==> config.mk <==
export PLATFORM = sky130hd
export DESIGN_NAME = usb_rx_block_assembler_flat
export DESIGN_NICKNAME = d
export VERILOG_FILES = /design/src/rtl/usb_rx_pkg.sv /design/src/rtl/usb_rx_block_assembler_if.sv /design/src/rtl/usb_crc_skid.sv /design/src/rtl/usb_rx_block_assembler.sv /design/src/flat_wrapper.sv
export SDC_FILE = /design/constraint.sdc
export NUM_CORES = 2
export LEC_CHECK = 0
export BUFFER_PORTS_ARGS = -buffer_cell sky130_fd_sc_hd__buf_2
export CORE_AREA = 2 2 357 359
export DETAILED_ROUTE_END_ITERATION = 8
export DIE_AREA = 0 0 359 361
export HOLD_SLACK_MARGIN = 0.12
export SLEW_MARGIN = 10
export SYNTH_ARGS = -nofsm -noshare
export SYNTH_HDL_FRONTEND = slang
export SYNTH_SLANG_ARGS = --single-unit
==> constraint.sdc <==
create_clock -name clk -period 3 [get_ports clk]
set_input_delay 0.75 -clock clk [delete_from_list [all_inputs] [get_ports clk]]
set_output_delay 0.75 -clock clk [all_outputs]
set_load 0.005 [all_outputs]
==> src/rtl/usb_rx_pkg.sv <==
// usb_rx_pkg
// Shared definitions for the USB receive block assembler slice: the DATA0
// PID value, the assembler state encoding, and the header/target widths.
package usb_rx_pkg;

   localparam logic [7:0]  DATA0_PID = 8'hC3;
   localparam int unsigned HEADER_W  = 640;
   localparam int unsigned DIFF_W    = 256;
   localparam int unsigned ASM_W     = HEADER_W + DIFF_W;
   localparam int unsigned CNT_W     = 7;

   typedef enum logic [2:0] {
      WAIT_PID1,
      DATA1,
      WAIT_PID2,
      DATA2,
      HOLD
   } state_e;

endpackage

==> src/rtl/usb_rx_block_assembler_if.sv <==
// usb_rx_block_assembler_if
// Bundles the byte stream from the USB receiver together with the block
// handshake toward the hash core.
//   master : upstream/hash-core side (drives stream and block_ack)
//   slave  : the assembler (drives header, difficulty, block_valid,
//            block_error, overrun)
interface usb_rx_block_assembler_if;
   import usb_rx_pkg::*;

   logic [7:0]          rx_data;
   logic                write_enable;
   logic                eop;
   logic                rcv_error;
   logic                block_ack;
   logic [HEADER_W-1:0] header;
   logic [DIFF_W-1:0]   difficulty;
   logic                block_valid;
   logic                block_error;
   logic                overrun;

   modport master (
      output rx_data, write_enable, eop, rcv_error, block_ack,
      input  header, difficulty, block_valid, block_error, overrun
   );

   modport slave (
      input  rx_data, write_enable, eop, rcv_error, block_ack,
      output header, difficulty, block_valid, block_error, overrun
   );

endinterface

==> src/rtl/usb_crc_skid.sv <==
// usb_crc_skid
// Two-byte delay line. A byte leaves the skid (commit_o/commit_byte_o) only
// once two newer bytes have arrived behind it, so the last two bytes of a
// packet -- the CRC16 -- are still inside when eop arrives and get dropped
// by clr_i.
//   clk, rst       : clock, synchronous active-high reset
//   clr_i          : empty the skid (eop or abort)
//   push_i, din_i  : incoming byte strobe and data
//   commit_o       : strobe, oldest byte is being pushed out this cycle
//   commit_byte_o  : the byte being pushed out
module usb_crc_skid (
   input  logic       clk,
   input  logic       rst,
   input  logic       clr_i,
   input  logic       push_i,
   input  logic [7:0] din_i,
   output logic       commit_o,
   output logic [7:0] commit_byte_o
);

   logic [7:0] s0_q, s1_q;
   logic       v0_q, v1_q;

   // Commit is reported even when clr_i is set in the same cycle: a byte
   // arriving together with eop is processed before the eop discard.
   assign commit_o      = push_i & v1_q;
   assign commit_byte_o = s1_q;

   always_ff @(posedge clk) begin
      if (rst || clr_i) begin
         s0_q <= '0;
         s1_q <= '0;
         v0_q <= 1'b0;
         v1_q <= 1'b0;
      end else if (push_i) begin
         s1_q <= s0_q;
         s0_q <= din_i;
         v1_q <= v0_q;
         v0_q <= 1'b1;
      end
   end

endmodule

==> src/rtl/usb_rx_block_assembler.sv <==
// usb_rx_block_assembler
// Collects two DATA0 packets from the USB receive stream, strips PID and
// CRC16, and builds a 640-bit block header plus 256-bit difficulty target
// that is held for the hash core under a valid/ack handshake.
//   clk, rst : clock, synchronous active-high reset
//   rx_if    : slave side of usb_rx_block_assembler_if
//              in : rx_data, write_enable, eop, rcv_error, block_ack
//              out: header, difficulty, block_valid, block_error, overrun
module usb_rx_block_assembler #(
   parameter logic [7:0]  DATA0_PID  = usb_rx_pkg::DATA0_PID,
   parameter int unsigned PKT1_BYTES = 64,
   parameter int unsigned PKT2_BYTES = 48
) (
   input logic                     clk,
   input logic                     rst,
   usb_rx_block_assembler_if.slave rx_if
);
   import usb_rx_pkg::*;

   // The commit counter runs across both packets, so packet 2 finishes at
   // the combined byte count.
   localparam logic [CNT_W-1:0] LIM1 = CNT_W'(PKT1_BYTES);
   localparam logic [CNT_W-1:0] LIM2 = CNT_W'(PKT1_BYTES + PKT2_BYTES);

   state_e             state_q, state_d;
   logic [CNT_W-1:0]   cnt_q, cnt_d, limit;
   logic [ASM_W-1:0]   asm_q;
   logic               ovr_q, ovr_d;
   logic               err_q, valid_q;
   logic               abort, do_commit, skid_push, skid_commit;
   logic [7:0]         skid_byte;

   usb_crc_skid u_skid (
      .clk           (clk),
      .rst           (rst),
      .clr_i         (abort | rx_if.eop),
      .push_i        (skid_push),
      .din_i         (rx_if.rx_data),
      .commit_o      (skid_commit),
      .commit_byte_o (skid_byte)
   );

   always_comb begin
      state_d   = state_q;
      cnt_d     = cnt_q;
      ovr_d     = ovr_q;
      abort     = 1'b0;
      do_commit = 1'b0;
      skid_push = 1'b0;
      limit     = (state_q == DATA2) ? LIM2 : LIM1;

      unique case (state_q)
         WAIT_PID1, WAIT_PID2: begin
            if (rx_if.write_enable) begin
               if (rx_if.rx_data == DATA0_PID)
                  state_d = (state_q == WAIT_PID1) ? DATA1 : DATA2;
               else
                  abort = 1'b1;
            end
            if (rx_if.eop) abort = 1'b1;
         end
         DATA1, DATA2: begin
            skid_push = rx_if.write_enable;
            if (skid_commit) begin
               if (cnt_q == limit) begin
                  abort = 1'b1;
               end else begin
                  do_commit = 1'b1;
                  cnt_d     = cnt_q + 1'b1;
               end
            end
            // cnt_d already includes a commit caused by a byte in this cycle.
            if (rx_if.eop && !abort) begin
               if (cnt_d == limit)
                  state_d = (state_q == DATA1) ? WAIT_PID2 : HOLD;
               else
                  abort = 1'b1;
            end
         end
         HOLD: begin
            if (rx_if.write_enable) ovr_d = 1'b1;
            if (rx_if.block_ack) begin
               state_d = WAIT_PID1;
               ovr_d   = 1'b0;
               cnt_d   = '0;
            end
         end
         default: state_d = WAIT_PID1;
      endcase

      if (rx_if.rcv_error && state_q != HOLD) abort = 1'b1;

      if (abort) begin
         state_d   = WAIT_PID1;
         cnt_d     = '0;
         do_commit = 1'b0;
      end
   end

   always_ff @(posedge clk) begin
      if (rst) begin
         state_q <= WAIT_PID1;
         cnt_q   <= '0;
         ovr_q   <= 1'b0;
         err_q   <= 1'b0;
         valid_q <= 1'b0;
         asm_q   <= '0;
      end else begin
         state_q <= state_d;
         cnt_q   <= cnt_d;
         ovr_q   <= ovr_d;
         err_q   <= abort;
         valid_q <= (state_d == HOLD);
         if (do_commit) asm_q <= {asm_q[ASM_W-9:0], skid_byte};
      end
   end

   assign rx_if.header      = asm_q[ASM_W-1:DIFF_W];
   assign rx_if.difficulty  = asm_q[DIFF_W-1:0];
   assign rx_if.block_valid = valid_q;
   assign rx_if.block_error = err_q;
   assign rx_if.overrun     = ovr_q;

endmodule

==> src/flat_wrapper.sv <==
// flat-port wrapper written by rule: the top's interface ports become plain ports
module usb_rx_block_assembler_flat import usb_rx_pkg::*;
#(
   parameter logic [7:0]  DATA0_PID  = usb_rx_pkg::DATA0_PID,
   parameter int unsigned PKT1_BYTES = 64,
   parameter int unsigned PKT2_BYTES = 48
)
  (clk, rst, rx_if_rx_data, rx_if_write_enable, rx_if_eop, rx_if_rcv_error, rx_if_block_ack, rx_if_header, rx_if_difficulty, rx_if_block_valid, rx_if_block_error, rx_if_overrun);
  usb_rx_block_assembler_if rx_if_i ();
  input logic clk;
  input logic rst;
  input wire logic [$bits(rx_if_i.rx_data)-1:0] rx_if_rx_data;
  input wire logic [$bits(rx_if_i.write_enable)-1:0] rx_if_write_enable;
  input wire logic [$bits(rx_if_i.eop)-1:0] rx_if_eop;
  input wire logic [$bits(rx_if_i.rcv_error)-1:0] rx_if_rcv_error;
  input wire logic [$bits(rx_if_i.block_ack)-1:0] rx_if_block_ack;
  output wire logic [$bits(rx_if_i.header)-1:0] rx_if_header;
  output wire logic [$bits(rx_if_i.difficulty)-1:0] rx_if_difficulty;
  output wire logic [$bits(rx_if_i.block_valid)-1:0] rx_if_block_valid;
  output wire logic [$bits(rx_if_i.block_error)-1:0] rx_if_block_error;
  output wire logic [$bits(rx_if_i.overrun)-1:0] rx_if_overrun;
  assign rx_if_i.rx_data = rx_if_rx_data;
  assign rx_if_i.write_enable = rx_if_write_enable;
  assign rx_if_i.eop = rx_if_eop;
  assign rx_if_i.rcv_error = rx_if_rcv_error;
  assign rx_if_i.block_ack = rx_if_block_ack;
  assign rx_if_header = rx_if_i.header;
  assign rx_if_difficulty = rx_if_i.difficulty;
  assign rx_if_block_valid = rx_if_i.block_valid;
  assign rx_if_block_error = rx_if_i.block_error;
  assign rx_if_overrun = rx_if_i.overrun;
  usb_rx_block_assembler #(.DATA0_PID(DATA0_PID), .PKT1_BYTES(PKT1_BYTES), .PKT2_BYTES(PKT2_BYTES)) u_core (.clk(clk), .rst(rst), .rx_if(rx_if_i));
endmodule
==> results by group <==
Worst setup path
  • Crit Path Class: reg -> reg
  • CP cell instances: nand3b_1, or3_1, a211oi_2, a2bb2oi_2, nand2_2, a31oi_4, buf_4, buf_12, clkbuf_16, buf_4, buf_12, mux2i_2
  • Crit path max-delay family: simple AND/OR/NAND/NOR gates
  • R2R depth: 12
  • Crit path depth: 12
  • Critical Path RT: 3.61 ns
  • Max stage delay on crit path: 0.45 ns
  • Worst path slowest cell: dfxtp_1
  • Crit path max fanout: 11
  • FF-to-FF End: u_core.asm_q[512]$_SDFFE_PP0P_
  • Crit. End Element: flop
  • Reg-to-reg critical path startpoint: u_core.state_q[0]$_SDFF_PP0_
  • Worst EP arrival: 3.48 ns
  • FF-to-FF setup slack: 0.12 ns
  • CP Launch Type: flop
  • CP Launch Point: u_core.state_q[0]$_SDFF_PP0_
  • CP Buf/Inv Count: 5

Synthesis
  • Synth Net Count: 3114
  • Synth Warn #: 0
  • Number of flops mapped to enable cells by yosys: 0
  • Yosys top cell area share: 52.55%
  • Top_reg_cell synth: dfxtp_1
  • Register area share after synthesis: 52.55%
  • Count of state elements after synthesis: 927
  • Synth cell types: 47
  • Mean post-synth cell area: 11.40 sq um
  • Top post-synthesis cells by area: dfxtp_1 53%, mux2i_1 26%, nand2b_1 16%, buf_4 1.7%, clkbuf_1 1.2%
  • Synth area leader: dfxtp_1
  • Post-synth ARST share: 0%
  • Gate count of the mapped netlist: 3098
  • Mapped cell area: 35320 sq um

Placement
  • DP Area: 42350 sq um
  • Detailed Place HPWL: 84.70 mm
  • I/O Buffers: 912
  • DP Worst Slack: -0.1670 ns
  • Final RePlAce weighted congestion: 0.8705

Clocking
  • Clk_lat worst skew: 0.69 ns
  • Max Root-Sink Buffers: 3
  • Root Driver: clkbuf_16
  • Clk pin slew, worst setup/hold paths: 0.06 ns
  • TritonCTS clock tree: done
  • # H-tree levels: 3
  • Total CTS buffers: 101
  • Sink Count: 927

Floorplanning
  • Core Area: 125400 sq um
  • Num ports: 913
  • Initial Util: 28.16%
  • Die Y: 361 microns
  • Row cnt: 130
  • Die width: 359 microns
  • Die area: 129600 sq um

Drt
  • Final ANT Viol Nets: 0
  • 1st-iter DRT viols: 1218
  • DR WL/cell: 19.64 microns
  • Detailed Route WL: 113.7 mm
  • DRC: 0
  • Vias post-DR: 25420
  • Drt first pass iters: 4
  • Avg Vias per Cell: 4.391

STA
  • Worst-Margin Slew: 0.6486 ns
  • Setup WS post-layout: 0.1224 ns
  • Fin. max-slew vios: 0
  • Tmin final: 2.878 ns
  • RSZ-0062 raised after global routing: yes
  • Finish-stage setup viols: 0
  • Tcrit/Tclk final: 95.92%
  • Final Hold Viols: 0
  • Relative slew margins: 56.76%
  • Hold WS: 0.2953 ns
  • Setup TNS Final: 0 ns
  • Peak Freq: 347.5 MHz
  • Worst Skew: 0.02505 ns

Global routing
  • Initial antenna violation count: 6
  • Number of global-route vias before repair: 24960
  • Largest net degree at the start of global routing: 117
  • Global-route usage over all layers: 16.41%
  • First-pass GRT wire length: 162.5 mm
  • Congestion Overflow GR: 0

Outcome
  • Status: finished clean

Flow run
  • Max Cap Viol: 0

Pwr
  • Leak pwr: 18.61 nW
  • Worst vdd ir: 0.0004719 V
  • Pwr Density: 539.8 nW/um^2

Min path
  • HP Class: in -> reg
  • Hold path start: rx_if_block_ack
  • Hold Path End: u_core.rx_if.overrun$_SDFFE_PP0P_
  • Worst Hold Depth: 2

Layout
  • Share of layout cells above drive strength 1: 30.16%
  • Layout fillers: 12490
  • Most frequent cells in the layout: 924 x dfxtp_1, 911 x buf_2, 905 x nand2b_1
  • Area Overhead vs Synth: 31.35%
  • Multi-input logic area: 15580 sq um
  • Most common cell after layout, fill and taps aside: dfxtp_1
  • Sequential Area: 18560 sq um
  • Final nets: 4075
  • Design Area, Final: 46390 sq um
-- report_power, final --
group          switching, mW  total (mW)  internal (mW)
combinational          0.180       0.404          0.224
sequential          0.000149        12.3           12.3
clock                   5.17        12.3           7.15
total                   5.35        25.0           19.7
-- what timing repair did --
action	4_1_cts	5_1_grt
gates cloned	0	18
hold buffers	0	0
endpoints found under the setup margin	3	799
gates resized for setup	0	32
buffers inserted	0	17
pin swaps	0	4
-- sequential cells by signal (all words and copies together) (netlist names) --
register and count:
u_core.u_skid.v1_q 1, u_core.rx_if.block_error 1, u_core.u_skid.v0_q 1, u_core.u_skid.commit_byte_o 8
u_core.cnt_q 7, u_core.u_skid.s0_q 8, u_core.asm_q 896, u_core.state_q 3
u_core.rx_if.overrun 1, u_core.rx_if.block_valid 1
-- per-layer routing --
layer / share of wire, % / wire [microns] / vias to the layer above / GRT usage, %
met5: 0.0097 / 11 / - / 0
met2: 48 / 54380 / 692 / 27.89
met3: 6.8 / 7779 / 206 / 5.528
met1: 41 / 47040 / 12010 / 18.97
li1: - / - / 12500 / -
met4: 3.9 / 4475 / 2 / 6.428
-- synthesized netlist by cell type, drive strengths merged (3+ instances only) --
library cell / number
nor2b: 4
nand4b: 3
dfxtp: 927
a21oi: 25
inv: 5
nor3b: 3
nand2b: 905
nor2: 15
a211oi: 9
or3: 3
mux2i: 902
nor3: 10
buf: 104
nand3: 16
nand2: 19
clkbuf: 112
-- per-stage QoR --
stage	utilization [%]	power, mW	std cells
6_report	36.99	25.04	5788
5_1_grt	36.98	25.86	5786
4_1_cts	36.38	25.37	5750
3_5_place_dp	33.77	12.99	5571
3_3_place_gp	33.77	12.99	5571
2_1_floorplan	-	12.87	3098
-- worst max-delay path by stage --
| stage | to | slack (ns) |
|---|---|---|
| 2_1_floorplan | u_core.asm_q[762]$_SDFFE_PP0P_ | 0.03 |
| 3_3_place_gp | u_core.asm_q[215]$_SDFFE_PP0P_ | -0.11 |
| 3_5_place_dp | u_core.asm_q[650]$_SDFFE_PP0P_ | -0.17 |
| 4_1_cts | u_core.asm_q[762]$_SDFFE_PP0P_ | -0.005 |
| 5_1_grt | u_core.asm_q[512]$_SDFFE_PP0P_ | -0.04 |
| 6_report | u_core.asm_q[512]$_SDFFE_PP0P_ | 0.12 |
-- kinds of logic (layout without fill, tap and decap cells) --
kind of cell	Yosys count	in the layout	synth area share [%]
flops	927	927	52.55
other cells	0	3	0
mux	902	902	25.57
buf+inv	221	1258	3.444
fa+ha+maj	2	2	0.07085
simple gates	991	991	17.31
xor+xnor	2	2	0.04961
compound gates	53	53	1.013
-- area by class of cell --
type                    instances  share of cell area [%]
clock inverters                31                  0.6716
clock buffers                 148                   6.371
flip-flops and latches        927                   40.01
repair buffers               1074                   14.84
well taps                    1650                   4.451
inverters                       5                 0.04046
diodes                          3                 0.01618
multi-input cells            1950                   33.59
(Power assumes the default switching activity.)
